==> src/rtl/qcl_timer_pkg.sv <==
// ---------------------------------------------------------------------------
// qcl_timer_pkg
//   Shared types for the qcl pulse timer: per-channel FSM state and timing
//   mode, plus a small helper that turns the raw mode bit into the enum.
// ---------------------------------------------------------------------------
package qcl_timer_pkg;

    typedef enum logic {
        IDLE = 1'b0,
        RUN  = 1'b1
    } state_e;

    typedef enum logic {
        ONE_SHOT = 1'b0,
        PERIODIC = 1'b1
    } mode_e;

    function automatic mode_e to_mode(input logic periodic);
        return periodic ? PERIODIC : ONE_SHOT;
    endfunction

endpackage : qcl_timer_pkg

==> src/rtl/qcl_pulse_timer_chan.sv <==
// ---------------------------------------------------------------------------
// qcl_pulse_timer_chan
//   One independent delay/pulse timer channel.
//
//   Ports
//     clk_i       rising-edge clock
//     reset_i     asynchronous active-high reset
//     start_i     start strobe; samples cycles_i / periodic_i
//     cycles_i    delay N in cycles (N = 0 is rejected and flagged)
//     periodic_i  0 = one-shot, 1 = periodic
//     cancel_i    abort strobe (start wins when both are high)
//     pulse_o     registered single-cycle expiry pulse
//     restart_o   registered strobe: start accepted while running
//     err_o       registered strobe: start with N = 0
//     state_o     current FSM state (busy == RUN)
//
//   Handshake: start_i/cancel_i are single-cycle strobes with no back
//   pressure; every strobe is acted on in the cycle it is seen and its
//   effect is visible on the outputs in the following cycle.
//
//   Timing: cnt_q holds the number of cycles still to wait before the pulse
//   cycle. A start with N loads N-1, so the cycle in which cnt_q == 0 while
//   RUN is the pulse cycle (t+N). pulse_q is set one cycle early (when
//   cnt_q == 1, or directly at load time when N == 1), which keeps every
//   output registered. Storing N-1 means N = 2^W-1 never overflows.
// ---------------------------------------------------------------------------
module qcl_pulse_timer_chan
    import qcl_timer_pkg::*;
#(
    parameter int cnt_width_p = 16
) (
    input  logic                   clk_i,
    input  logic                   reset_i,
    input  logic                   start_i,
    input  logic [cnt_width_p-1:0] cycles_i,
    input  logic                   periodic_i,
    input  logic                   cancel_i,
    output logic                   pulse_o,
    output logic                   restart_o,
    output logic                   err_o,
    output state_e                 state_o
);

    localparam logic [cnt_width_p-1:0] one_lp = cnt_width_p'(1);

    state_e                 state_q, state_d;
    mode_e                  mode_q, mode_d;
    logic [cnt_width_p-1:0] cnt_q, cnt_d;
    logic [cnt_width_p-1:0] period_q, period_d;
    logic                   pulse_q, pulse_d;
    logic                   restart_q, restart_d;
    logic                   err_q, err_d;

    logic start_ok;
    logic expire;

    // A start with N = 0 is treated as if no start were present.
    assign start_ok = start_i && (cycles_i != '0);
    assign expire   = (state_q == RUN) && (cnt_q == '0);

    // State register (plus all datapath/output registers).
    always_ff @(posedge clk_i or posedge reset_i) begin
        if (reset_i) begin
            state_q   <= IDLE;
            mode_q    <= ONE_SHOT;
            cnt_q     <= '0;
            period_q  <= '0;
            pulse_q   <= 1'b0;
            restart_q <= 1'b0;
            err_q     <= 1'b0;
        end else begin
            state_q   <= state_d;
            mode_q    <= mode_d;
            cnt_q     <= cnt_d;
            period_q  <= period_d;
            pulse_q   <= pulse_d;
            restart_q <= restart_d;
            err_q     <= err_d;
        end
    end

    // Next-state logic.
    always_comb begin
        state_d = state_q;
        if (start_ok) begin
            state_d = RUN;
        end else if (state_q == RUN) begin
            if (cancel_i) begin
                state_d = IDLE;
            end else if (expire && (mode_q == ONE_SHOT)) begin
                state_d = IDLE;
            end
        end
    end

    // Output / datapath next values.
    always_comb begin
        mode_d    = mode_q;
        cnt_d     = cnt_q;
        period_d  = period_q;
        pulse_d   = 1'b0;
        restart_d = 1'b0;
        err_d     = start_i && (cycles_i == '0);
        if (start_ok) begin
            // New timing replaces whatever was running; any pending old
            // pulse is dropped because pulse_d only reflects the new N.
            mode_d    = to_mode(periodic_i);
            period_d  = cycles_i;
            cnt_d     = cycles_i - one_lp;
            pulse_d   = (cycles_i == one_lp);
            restart_d = (state_q == RUN);
        end else if ((state_q == RUN) && !cancel_i) begin
            if (expire) begin
                if (mode_q == PERIODIC) begin
                    cnt_d   = period_q - one_lp;
                    pulse_d = (period_q == one_lp);
                end
            end else begin
                cnt_d   = cnt_q - one_lp;
                pulse_d = (cnt_q == one_lp);
            end
        end else begin
            cnt_d = '0;
        end
    end

    assign pulse_o   = pulse_q;
    assign restart_o = restart_q;
    assign err_o     = err_q;
    assign state_o   = state_q;

endmodule : qcl_pulse_timer_chan

==> src/rtl/qcl_pulse_timer.sv <==
// ---------------------------------------------------------------------------
// qcl_pulse_timer
//   Bank of channels_p fully independent programmable delay timers, each
//   one-shot or periodic, with restart and zero-delay error reporting.
//
//   Ports
//     clk_i       rising-edge clock
//     reset_i     asynchronous active-high reset
//     start_i     [channels_p]            per-channel start strobe
//     cycles_i    [channels_p*cnt_width_p] per-channel delay N,
//                 channel k at [k*cnt_width_p +: cnt_width_p]
//     periodic_i  [channels_p]            per-channel mode at start
//     cancel_i    [channels_p]            per-channel abort strobe
//     pulse_o     [channels_p]            expiry pulse
//     busy_o      [channels_p]            channel is timing
//     restart_o   [channels_p]            start accepted while busy
//     err_o       [channels_p]            start with N = 0
//
//   All outputs come straight from flops inside the channels; busy_o is the
//   decoded channel state register.
// ---------------------------------------------------------------------------
module qcl_pulse_timer
    import qcl_timer_pkg::*;
#(
    parameter int channels_p  = 4,
    parameter int cnt_width_p = 16
) (
    input  logic                              clk_i,
    input  logic                              reset_i,
    input  logic [channels_p-1:0]             start_i,
    input  logic [channels_p*cnt_width_p-1:0] cycles_i,
    input  logic [channels_p-1:0]             periodic_i,
    input  logic [channels_p-1:0]             cancel_i,
    output logic [channels_p-1:0]             pulse_o,
    output logic [channels_p-1:0]             busy_o,
    output logic [channels_p-1:0]             restart_o,
    output logic [channels_p-1:0]             err_o
);

    if (channels_p < 1 || channels_p > 32) begin : g_bad_channels
        $fatal(1, "qcl_pulse_timer: channels_p=%0d out of range 1..32", channels_p);
    end
    if (cnt_width_p < 1) begin : g_bad_width
        $fatal(1, "qcl_pulse_timer: cnt_width_p=%0d must be >= 1", cnt_width_p);
    end

    state_e chan_state [channels_p];

    for (genvar k = 0; k < channels_p; k++) begin : g_chan
        qcl_pulse_timer_chan #(
            .cnt_width_p (cnt_width_p)
        ) u_chan (
            .clk_i      (clk_i),
            .reset_i    (reset_i),
            .start_i    (start_i[k]),
            .cycles_i   (cycles_i[k*cnt_width_p +: cnt_width_p]),
            .periodic_i (periodic_i[k]),
            .cancel_i   (cancel_i[k]),
            .pulse_o    (pulse_o[k]),
            .restart_o  (restart_o[k]),
            .err_o      (err_o[k]),
            .state_o    (chan_state[k])
        );
        assign busy_o[k] = (chan_state[k] == RUN);
    end

`ifndef SYNTHESIS
    always @(posedge clk_i) begin
        for (int k = 0; k < channels_p; k++) begin
            if (!reset_i && restart_o[k]) begin
                $warning("qcl_pulse_timer: channel %0d restarted while busy", k);
            end
        end
    end
`endif

endmodule : qcl_pulse_timer

==> config.mk <==
export PLATFORM = sky130hd
export DESIGN_NAME = qcl_pulse_timer
export DESIGN_NICKNAME = d
export VERILOG_FILES = /design/src/rtl/qcl_timer_pkg.sv /design/src/rtl/qcl_pulse_timer_chan.sv /design/src/rtl/qcl_pulse_timer.sv
export SDC_FILE = /design/constraint.sdc
export NUM_CORES = 1
export LEC_CHECK = 0
export ABC_CLOCK_PERIOD_IN_PS = 5900
export CORE_ASPECT_RATIO = 0.7
export CORE_MARGIN = 2
export CORE_UTILIZATION = 25
export CTS_CLUSTER_SIZE = 25
export DETAILED_ROUTE_END_ITERATION = 8
export GPL_TIMING_DRIVEN = 0
export PLACE_DENSITY = 0.39
export SLEW_MARGIN = 20
export SYNTH_ARGS = -nofsm -noshare
export SYNTH_HDL_FRONTEND = slang
export SYNTH_SLANG_ARGS = --single-unit
==> constraint.sdc <==
create_clock -name clk_i -period 5.9 [get_ports clk_i]
set_input_delay 0.59 -clock clk_i [delete_from_list [all_inputs] [get_ports clk_i]]
set_output_delay 0.59 -clock clk_i [all_outputs]
set_load 0.01 [all_outputs]
-- After elaboration in Yosys (flattened, before gate mapping)
Index checks and enable logic that the tools add are counted.
- register bits after elaboration: 148
- input bits: 78
- $add $sub $neg: 12
- equality and inequality tests: 16
- multiplexer cells: 56
- bitwise gates (word level): 4
- reductions and logical operators: 36
- operators with widths (operator ; count):
    $mux 16 ; 16
    $eq 16x1->1 const B ; 12
    $sub 16x1->16 const B ; 12
    $logic_not 16->1 ; 8
    $reduce_bool 16->1 ; 4
    $mux 1 ; 40
    $logic_and 1x1->1 ; 20
    $ne 4x2->1 const B ; 4
    $logic_not 1->1 ; 4
    $not 1->1 ; 4

-- Logic depth before layout (Yosys ltp)
Gate-level depths: netlist of run 1.
- word-level depth: 7
- mapped depth: 10
- gate-level depth less buffers: 8

-- Hierarchy
Synthesis of run 1 repeated with hierarchy kept, for this count alone.
- cell total of the unflattened synthesis: 1079
- area, all modules: 10104.7 µm²
- modules (own cells, without submodules) (module ; times used ; cells an instance ; area an instance (µm²) ; sequential area each (µm²)):
    qcl_pulse_timer_chan at g_chan[0].u_chan ... ; 2 ; 274 ; 2560.0 ; 925.9
    qcl_pulse_timer_chan at g_chan[2].u_chan ; 1 ; 264 ; 2496.1 ; 925.9
    qcl_pulse_timer_chan at g_chan[3].u_chan ; 1 ; 267 ; 2488.6 ; 925.9

-- Least setup slack after synthesis of run 1
OpenSTA, ideal clock, no wires.
- path type: input port to flip-flop
- start point: input port cycles_i[1]
- end point: register g_chan[0].u_chan.cnt_q[10]
- arrival time: 2496 ps
- required time: 5799 ps
- slack: 3303 ps
- cell stages on the path: 7
- cell sequence: inv_1 -> ha_1 -> or3b_2 -> o41ai_4 -> nand2_1 -> clkbuf_1 -> o32ai_1
- word-level cells in the longest chain between the ends: 3
- elaborated cells on any way between the ends: 5
- classes of those cells: add/sub: 1; eq/ne: 1; mux: 1; reduce/logical: 2
- ends and longest elaborated chain (what ; line ; RTL):
    from (decl) ; qcl_pulse_timer.sv:31 ; input logic [channels_p*cnt_width_p-1:0] cycles_i,
    branches (longest 3 deep; another with $sub 16x1->16) ; -- ;
    to (signal assigned) ; qcl_pulse_timer_chan.sv:74 ; cnt_q <= cnt_d;
    to (decl) ; qcl_pulse_timer_chan.sv:48 ; logic [cnt_width_p-1:0] cnt_q, cnt_d;
Several ways; the timed one is not identified.
A chain may end at the register's enable or synchronous reset.

-- Worst setup path in the final report of run 1
- start point: input port cycles_i[37]
- end point: register g_chan[2].u_chan.pulse_q
- word-level cells in the longest chain between the ends: 3
- elaborated cells on any way between the ends: 4
- classes of those cells: eq/ne: 1; mux: 1; reduce/logical: 2
- ends and longest elaborated chain (what ; line ; RTL):
    $reduce_bool 16->1 ; qcl_pulse_timer_chan.sv:58 ; assign start_ok = start_i && (cycles_i != '0);
    $logic_and 1x1->1 ; qcl_pulse_timer_chan.sv:58 ;
    $mux 1 * ; qcl_pulse_timer_chan.sv:104 ; if (start_ok) begin
    named net g_chan[2].u_chan.pulse_d ; qcl_pulse_timer_chan.sv:50 ; logic pulse_q, pulse_d;
    to (signal assigned) ; qcl_pulse_timer_chan.sv:76 ; pulse_q <= pulse_d;
    to (decl) ; qcl_pulse_timer_chan.sv:50 ;
The timed path passes the listed nets; every way through them passes the cells marked *.

==> results of run 1 <==
## worst max-delay path, cell delays in order
cell and delay [ns]:
clkdlybuf4s50_1 0.52, nor4_1 0.65, nand3_1 0.36, o21ai_1 0.55
clkbuf_1 0.54, nand2_1 0.25, o32ai_1 0.21
## area by class of cell
cell class              count  area, µm²
fillers                  3949      25800
plain buffers              54        277
diodes                      1       2.50
well taps                 488        611
clock buffers              20        447
clock inverters            12       82.6
multi-input cells         867       5470
inverters                  35        139
repair buffers             90        918
flip-flops and latches    148       3700
## layer usage
layer  global-route usage (%)  routed length, µm  up-vias
li1                         -                  -     4120
met1                     24.6              16700     3969
met2                     20.6              11700      165
met3                     2.95               1180       18
met4                     3.66                391        0
met5                        0                  0        -
## registers in the layout, indices dropped and copies added, names as in the netlist
register,count
g_chan.u_chan.mode_q,4
g_chan.u_chan.period_q,64
g_chan.u_chan.err_o,4
g_chan.u_chan.cnt_q,64
g_chan.u_chan.state_o,4
g_chan.u_chan.restart_o,4
g_chan.u_chan.pulse_o,4
## stage by stage
step                setup slack (ns)  hold WS [ns]  instances
floorplan                       1.33         0.462       1104
global placement               -1.61         0.518       1681
detailed placement              2.12         0.519       1682
CTS                             2.58         0.536       1714
global route                    2.17         0.563       1715
finish                          2.55         0.539       1715
## power breakdown
group / switching [mW] / total, mW / internal [mW]
combinational: 0.308 / 0.546 / 0.238
clock: 0.468 / 1.02 / 0.547
sequential: 0.104 / 1.20 / 1.10
## layout by cell type (no fill, tap or decap), types with 29 or more instances in the layout
cell and instances:
nand2_1 172, dfrtp_1 148, nor2_1 108, clkdlybuf4s50_1 89, xnor2_1 72, xor2_1 72, o21ai_0 56, nor3_1 55
inv_1 34, o22ai_1 32, nor4_1 31, clkbuf_1 29
## kinds of logic (layout without fill, tap and decap cells)
group,count (synthesis),count (layout),synth area share (%)
buffers and inverters,89,211,4.26
adder cells (fa/ha/maj),24,24,3.13
XOR/XNOR,144,144,13.2
multiplexers,32,32,3.71
other,0,1,0
AO/OA/AOI/OAI,177,177,12.0
AND/OR/NAND/NOR,490,490,25.0
flip-flops,148,148,38.7
## final timing paths
kind	start	end	depth (start not counted)
setup / recovery	cycles_i[37]	g_chan[2].u_chan.pulse_o	7
setup reg to reg	g_chan[3].u_chan.cnt_q[0]	g_chan[3].u_chan.cnt_q[12]	8
min in group asynchronous	reset_i	g_chan[3].u_chan.restart_o	2
hold / removal	g_chan[1].u_chan.period_q[14]	g_chan[1].u_chan.period_q[14]	2
hold reg to reg	g_chan[1].u_chan.period_q[14]	g_chan[1].u_chan.period_q[14]	2
max in group asynchronous	reset_i	g_chan[2].u_chan.period_q[5]	3
==> results.json, run 1 <==
{
  "status": "completed",
  "r2r_setup_slack_ns": 2.89,
  "required_ns": 6.22,
  "fmax_mhz": 299,
  "syn-num-nets": 1206,
  "synth_ff_type": "dfrtp_1",
  "synth_seq_cells": 148,
  "dieArea_mm2": 0.0399,
  "cts_root_buf": "clkbuf_16",
  "total_power_mw": 2.77,
  "overflow": 0,
  "hold_class": "flip-flop to flip-flop",
  "maxCapViolCount": 0,
  "synthTopCellsByCount": "172 x nand2_1, 148 x dfrtp_1, 108 x nor2_1",
  "drv_slew": 0,
  "antenna_found_initial": 1,
  "via_per_inst": 4.82,
  "dp_hpwl_um": 22800,
  "worstSetupEndpointType": "flip-flop",
  "rsz0062_at_grt": "false",
  "die_x_um": 238,
  "portBuffers": 89,
  "ys_seq_area_share_pct": 38.7,
  "synth_edf_count": 0,
  "path_clk_slew_ns": 0.06,
  "synth.top_cells.by_area": "dfrtp_1 39%, nand2_1 6.7%, xnor2_1 6.6%",
  "drc_errors": 0,
  "fin_crit_sh_pct": 56.8,
  "cts_buffers": 17,
  "nets": 1315,
  "path_max_fanout": 10,
  "drt_iter0_drc": 573,
  "synth_warnings": 0,
  "finalWeightedCongestion": 0.788,
  "hold_buffers": 0,
  "worst_setup_path_start_kind": "input port",
  "cts_tree": "built",
  "slew-limit-headroom_pct": 37.2,
  "syn_to_final_growth_pct": 21.6,
  "fp-row-count": 59,
  "clk_latency_ns": 0.44,
  "routedWlPerCell_um": 17.4,
  "clock-sinks": 148,
  "crit_type": "input port to flip-flop",
  "final_layout_size_suffix_gt1_share_pct": 8.97,
  "max_slew.worst_pin.slew_ns": 0.934,
  "syn_area_mm2": 0.00958,
  "first_pass_iters": 5,
  "die_h_um": 168,
  "cts_resized": 0,
  "start_util_pct": 25.6,
  "vias": 8272,
  "post-route-min-period_ns": 3.35,
  "wl_um": 29900,
  "worstPathArrival_ns": 3.67,
  "finalSetupViolCount": 0,
  "avgSynthCellArea_um2": 8.68,
  "cts_buffer_depth": 2,
  "grt_pass1_wl_um": 47600,
  "power_density_mw_per_mm2": 237,
  "syn_inst": 1104,
  "synth_top_area_share_pct": 38.7,
  "totalNegativeSetupSlack_ns": 0,
  "ios": 94,
  "leakage_nw": 4.69,
  "postRouteAntennaNets": 0,
  "final_area_mm2": 0.0116,
  "yosysMostFrequentCell": "nand2_1",
  "ir_drop_mv": 0.196,
  "post-cts-setup-buffer-count": 0,
  "fp.coreArea_mm2": 0.0374,
  "track_usage_pct": 15.4,
  "finalHoldViolCount": 0,
  "skew_ns": 0.0129,
  "h-tree-depth": 4,
  "synthArstFlopShare_pct": 100,
  "grt_max_degree": 83,
  "grt_pass1_vias": 8131,
  "finish.utilization_pct": 31.1,
  "yosysTopAreaCell": "dfrtp_1",
  "post_dp_cell_area_mm2": 0.0111,
  "ys_types": 63
}
Power figures use the tool's default switching activity.
==> inputs of run 2 (changes only) <==
--- a/config.mk
+++ b/config.mk
@@ -5,7 +5,7 @@
 export SDC_FILE = /design/constraint.sdc
 export NUM_CORES = 1
 export LEC_CHECK = 0
-export ABC_CLOCK_PERIOD_IN_PS = 5900
+export ABC_CLOCK_PERIOD_IN_PS = 3100
 export CORE_ASPECT_RATIO = 0.7
 export CORE_MARGIN = 2
 export CORE_UTILIZATION = 25
==> constraint.sdc (replaced) <==
create_clock -name clk_i -period 3.1 [get_ports clk_i]
set_input_delay 0.31 -clock clk_i [delete_from_list [all_inputs] [get_ports clk_i]]
set_output_delay 0.31 -clock clk_i [all_outputs]
set_load 0.01 [all_outputs]
==> results.json, run 2 (synthesized netlist as in run 1, its figures left out) <==
{
  "power.share.sequential_pct": 42.3,
  "ios": 94,
  "status": "completed",
  "mostFrequentLayoutCells": "171 x nand2_1, 148 x dfrtp_1, 108 x nor2_1, 89 x clkdlybuf4s50_1",
  "fin_crit_sh_pct": 93.3,
  "slowest_delay_ns": 0.58,
  "worst_setup_path_start_kind": "input port",
  "leakage_nw": 4.77,
  "vias": 8300,
  "grt_pass1_wl_um": 47800,
  "skew_ns": 0.0111,
  "via_per_inst": 4.83,
  "finalHoldViolCount": 0,
  "grt_use_met1_pct": 24.4,
  "internal-power_mw": 3.74,
  "routedWlPerCell_um": 17.5,
  "busiest_layer": "met1",
  "required_ns": 3.44,
  "portBuffers": 89,
  "grt_use_met3_pct": 3.13,
  "fp.coreArea_mm2": 0.0374,
  "wl_um": 30000,
  "power_density_mw_per_mm2": 459,
  "hold_class": "input port to asynchronous set/reset pin",
  "hold_buffers": 0,
  "drc_errors": 0,
  "h-tree-depth": 4,
  "cts_buffer_depth": 2,
  "power.share.switching_pct": 30.9,
  "final_layout_size_suffix_gt1_share_pct": 10.0,
  "drv_slew": 0,
  "syn_to_final_growth_pct": 23.3,
  "dp_hpwl_um": 23400,
  "die_h_um": 168,
  "worstSetupEndpointType": "flip-flop",
  "ir_drop_mv": 0.388,
  "crit_chain": "clkdlybuf4s50_1 > inv_1 > ha_1 > or3b_2 > o41ai_4 > nand2_2 > clkbuf_1 > o32ai_1",
  "rsz0062_at_grt": "false",
  "overflow": 0,
  "first_pass_iters": 5,
  "fillers": 3948,
  "die_x_um": 238,
  "slew-limit-headroom_pct": 34.7,
  "nets": 1319,
  "place_inst": 1687,
  "final_area_mm2": 0.0118,
  "finalWeightedCongestion": 0.820,
  "clk_latency_ns": 0.45,
  "post_dp_cell_area_mm2": 0.0112,
  "antenna_found_initial": 0,
  "pwr-share-comb_pct": 19.5,
  "postRouteAntennaNets": 0,
  "clock-sinks": 148,
  "grt_max_degree": 30,
  "post-route-min-period_ns": 2.89,
  "worstPathArrival_ns": 3.23,
  "layout.cells.non_filler": 1717,
  "dieArea_mm2": 0.0399,
  "fmax_mhz": 346,
  "start_util_pct": 25.6,
  "antenna_cells": 0,
  "crit_type": "input port to flip-flop",
  "cts_root_buf": "clkbuf_16",
  "r2r_setup_slack_ns": 0.26,
  "grt_pass1_vias": 8187,
  "cp_slowest_cell": "clkdlybuf4s50_1",
  "cts_buffers": 17,
  "fp-row-count": 59,
  "track_usage_pct": 15.5,
  "path_max_fanout": 10,
  "switchingPower_mw": 1.67,
  "post-cts-setup-buffer-count": 0,
  "cts_tree": "built",
  "use_met2_pct": 21.3,
  "max_slew.worst_pin.slew_ns": 0.970,
  "final_common_cell": "nand2_1",
  "finalSetupViolCount": 0,
  "pwr-share-clk_pct": 38.2,
  "path_clk_slew_ns": 0.07,
  "reg_top3": "g_chan.u_chan.cnt_q (64), g_chan.u_chan.period_q (64)",
  "maxCapViolCount": 0,
  "drt_iter0_drc": 485
}
-- run 2: cell types whose count changed in the layout (fill, tap and decap cells not counted), moves of 2 or more --
cell / delta
bufinv_16: +2
nor4_2: +2
nor4_1: -2
clkinv_2: -2
clkbuf_2: +3
buf_12: +5
clkbuf_1: -4
-- run 2: power by group through the flow --
| stage | clock (mW) | combinational (mW) | sequential (mW) |
|---|---|---|---|
| CTS | 2.14 | 1.06 | 2.29 |
| floorplan | 0 | 0.662 | 2.26 |
| global route | 2.22 | 1.18 | 2.32 |
| finish | 2.07 | 1.06 | 2.29 |
| detailed placement | 0 | 1.05 | 2.32 |
| global placement | 0 | 1.04 | 2.32 |
-- run 2: path summary, 6_finish.rpt --
check / depth (start not counted) / startpoint / end
setup reg to reg: 7 / g_chan[1].u_chan.cnt_q[6] / g_chan[1].u_chan.cnt_q[3]
hold reg to reg: 2 / g_chan[2].u_chan.period_q[13] / g_chan[2].u_chan.period_q[13]
max in group asynchronous: 5 / reset_i / g_chan[2].u_chan.period_q[14]
hold / removal: 2 / reset_i / g_chan[3].u_chan.restart_o
min in group clk_i: 3 / start_i[2] / g_chan[2].u_chan.period_q[15]
setup / recovery: 8 / cycles_i[0] / g_chan[0].u_chan.cnt_q[10]
-- run 2: timing repair --
item / 4_1_cts / 5_1_grt
endpoints found under the hold margin: 0 / 0
gates resized for setup: 0 / 12
endpoints found under the setup margin: 0 / 57
-- run 2: per-layer routing --
| metal | vias to the layer above | part of all wire, % |
|---|---|---|
| li1 | 4129 | - |
| met1 | 3986 | 55 |
| met2 | 164 | 40 |
| met3 | 21 | 4.2 |
| met4 | 0 | 1.1 |
| met5 | - | 0 |
-- run 2: final cells by class --
cell class	count	area [µm²]	area share, %
Sequential cell	148	3700	31.4
Clock buffer	19	433	3.67
Tap cell	488	611	5.17
Buffer	53	277	2.34
Clock inverter	12	134	1.13
Multi-Input combinational cell	867	5500	46.6
Inverter	35	135	1.14
Timing Repair Buffer	95	1020	8.63
-- run 2: critical path, delay by kind of cell --
family / cells / cell delay [ns]
adder cells (fa/ha/maj): 1 / 0.19
AO/OA/AOI/OAI: 2 / 0.92
buffers and inverters: 3 / 1.02
AND/OR/NAND/NOR: 2 / 0.78
-- run 2: through the flow --
stage	setup TNS, ns	total power [mW]	setup slack (ns)	hold slack, ns	utilization [%]
finish	0	5.41	0.208	0.229	31.5
CTS	0	5.49	0.0264	0.217	31.5
global placement	-140.56	3.36	-0.786	0.519	29.6
detailed placement	-20.27	3.37	-0.444	0.520	30.0
floorplan	0	2.93	0.701	0.415	-
global route	0	5.72	0.0640	0.252	31.5
==> inputs of run 3 (changes only) <==
--- a/config.mk
+++ b/config.mk
@@ -8,11 +8,11 @@
 export ABC_CLOCK_PERIOD_IN_PS = 3100
 export CORE_ASPECT_RATIO = 0.7
 export CORE_MARGIN = 2
-export CORE_UTILIZATION = 25
+export CORE_UTILIZATION = 35
 export CTS_CLUSTER_SIZE = 25
 export DETAILED_ROUTE_END_ITERATION = 8
 export GPL_TIMING_DRIVEN = 0
-export PLACE_DENSITY = 0.39
+export PLACE_DENSITY = 0.51
 export SLEW_MARGIN = 20
 export SYNTH_ARGS = -nofsm -noshare
 export SYNTH_HDL_FRONTEND = slang
==> results.json, run 3 (synthesized netlist as in run 1, its figures left out) <==
{
  "required_ns": 3.39,
  "cts_buffer_depth": 2,
  "ir_drop_mv": 0.329,
  "fp-row-count": 50,
  "postRouteAntennaNets": 0,
  "cts_buffers": 17,
  "hold_class": "input port to flip-flop",
  "ios": 94,
  "overflow": 0,
  "clk_latency_ns": 0.44,
  "track_usage_pct": 19.5,
  "grt_max_degree": 29,
  "power_density_mw_per_mm2": 457,
  "crit_type": "input port to flip-flop",
  "vias": 8272,
  "finalHoldViolCount": 0,
  "place_inst": 1562,
  "path_clk_slew_ns": 0.06,
  "drv_slew": 0,
  "slew-limit-headroom_pct": 43.4,
  "status": "completed",
  "max_slew.worst_pin.slew_ns": 0.841,
  "wl_um": 27100,
  "worstSetupEndpointType": "flip-flop",
  "portBuffers": 89,
  "leakage_nw": 4.74,
  "drc_errors": 0,
  "fillers": 2705,
  "reg_top3": "g_chan.u_chan.cnt_q (64), g_chan.u_chan.period_q (64)",
  "cts_root_buf": "clkbuf_16",
  "clock-sinks": 148,
  "routedWlPerCell_um": 17.1,
  "antenna_found_initial": 0,
  "fmax_mhz": 337,
  "skew_ns": 0.0105,
  "fp.coreArea_mm2": 0.0268,
  "rsz0062_at_grt": "false",
  "finalSetupViolCount": 0,
  "antenna_cells": 0,
  "via_per_inst": 5.20,
  "fin_crit_sh_pct": 95.7,
  "cts_tree": "built",
  "final_common_cell": "nand2_1",
  "maxCapViolCount": 0,
  "grt_pass1_wl_um": 44200,
  "nets": 1317,
  "syn_to_final_growth_pct": 20.9,
  "post-cts-setup-buffer-count": 0,
  "dieArea_mm2": 0.0287,
  "ff_latch_area_mm2": 0.00370,
  "start_util_pct": 35.7,
  "dp_hpwl_um": 21100,
  "die_h_um": 142,
  "worst_setup_path_start_kind": "input port",
  "final_layout_size_suffix_gt1_share_pct": 9.13,
  "post-route-min-period_ns": 2.97,
  "finalWeightedCongestion": 0.852,
  "path_max_fanout": 10,
  "first_pass_iters": 5,
  "drt_iter0_drc": 625,
  "worstPathArrival_ns": 3.26,
  "finish.utilization_pct": 43.1,
  "die_x_um": 202,
  "mostFrequentLayoutCells": "172 x nand2_1, 148 x dfrtp_1, 108 x nor2_1, 89 x clkdlybuf4s50_1",
  "grt_pass1_vias": 7956,
  "multi_input_area_mm2": 0.00549,
  "hold_buffers": 0,
  "h-tree-depth": 4,
  "layout.cells.non_filler": 1591
}
==> run 3: final cells by class <==
| class | count | share of cell area (%) |
|---|---|---|
| Multi-Input combinational cell | 867 | 47.4 |
| Sequential cell | 148 | 32.0 |
| Timing Repair Buffer | 94 | 8.56 |
| Clock buffer | 26 | 4.23 |
| Tap cell | 364 | 3.93 |
| Buffer | 52 | 2.32 |
| Inverter | 35 | 1.17 |
| Clock inverter | 5 | 0.432 |
==> run 3: timing repair <==
item,4_1_cts,5_1_grt
endpoints found under the hold margin,0,0
resized for setup,0,3
endpoints found under the setup margin,0,9
==> run 3: final timing paths <==
kind                                                   start                            to  slack, ns  cells after the start
worst min-delay path                              start_i[2]        g_chan[2].u_chan.err_o       0.25                      3
worst min register to register  g_chan[2].u_chan.period_q[1]  g_chan[2].u_chan.period_q[1]       0.53                      2
max in group asynchronous                            reset_i    g_chan[1].u_chan.cnt_q[11]       1.66                      6
worst max-delay path                            cycles_i[26]    g_chan[1].u_chan.cnt_q[11]       0.13                      8
worst max register to register     g_chan[2].u_chan.cnt_q[4]     g_chan[2].u_chan.cnt_q[3]       0.21                      6
min in group asynchronous                            reset_i  g_chan[0].u_chan.period_q[7]       0.27                      2
==> run 3: stage by stage <==
| step | area (µm²) | worst slack [ns] | power (mW) | hold slack, ns | TNS, ns |
|---|---|---|---|---|---|
| 6_report | 11600 | 0.132 | 5.29 | 0.253 | 0 |
| 2_1_floorplan | 9580 | 0.701 | 2.93 | 0.415 | 0 |
| 4_1_cts | 11600 | 0.153 | 5.34 | 0.240 | 0 |
| 3_3_place_gp | 10900 | -0.644 | 3.32 | 0.518 | -111.16 |
| 5_1_grt | 11600 | 0.00714 | 5.58 | 0.269 | 0 |
| 3_5_place_dp | 11000 | -0.297 | 3.34 | 0.521 | -12.51 |
==> run 3: critical path, stage by stage <==
cell             delay (ns)
clkdlybuf4s50_1        0.56
nor4_1                 0.52
nand2b_1               0.16
or3_1                  0.44
o21ai_2                0.42
buf_2                  0.37
buf_2                  0.33
o32ai_1                0.13
==> run 3: report_power, final <==
| part | switching, mW | leakage, nW | total, mW | internal (mW) |
|---|---|---|---|---|
| combinational | 0.572 | 2.64 | 1.03 | 0.462 |
| clock | 0.808 | 0.268 | 1.97 | 1.16 |
| sequential | 0.197 | 1.83 | 2.29 | 2.09 |
| total | 1.58 | 4.74 | 5.29 | 3.71 |
==> run 3: routing by layer <==
layer  track usage [%]  vias up  share of wire, %
met2              27.0      217                40
li1                  -     4111                 -
met5                 0        -                 0
met4              4.02        0              0.70
met3              3.98       16               5.3
met1              30.8     3928                54
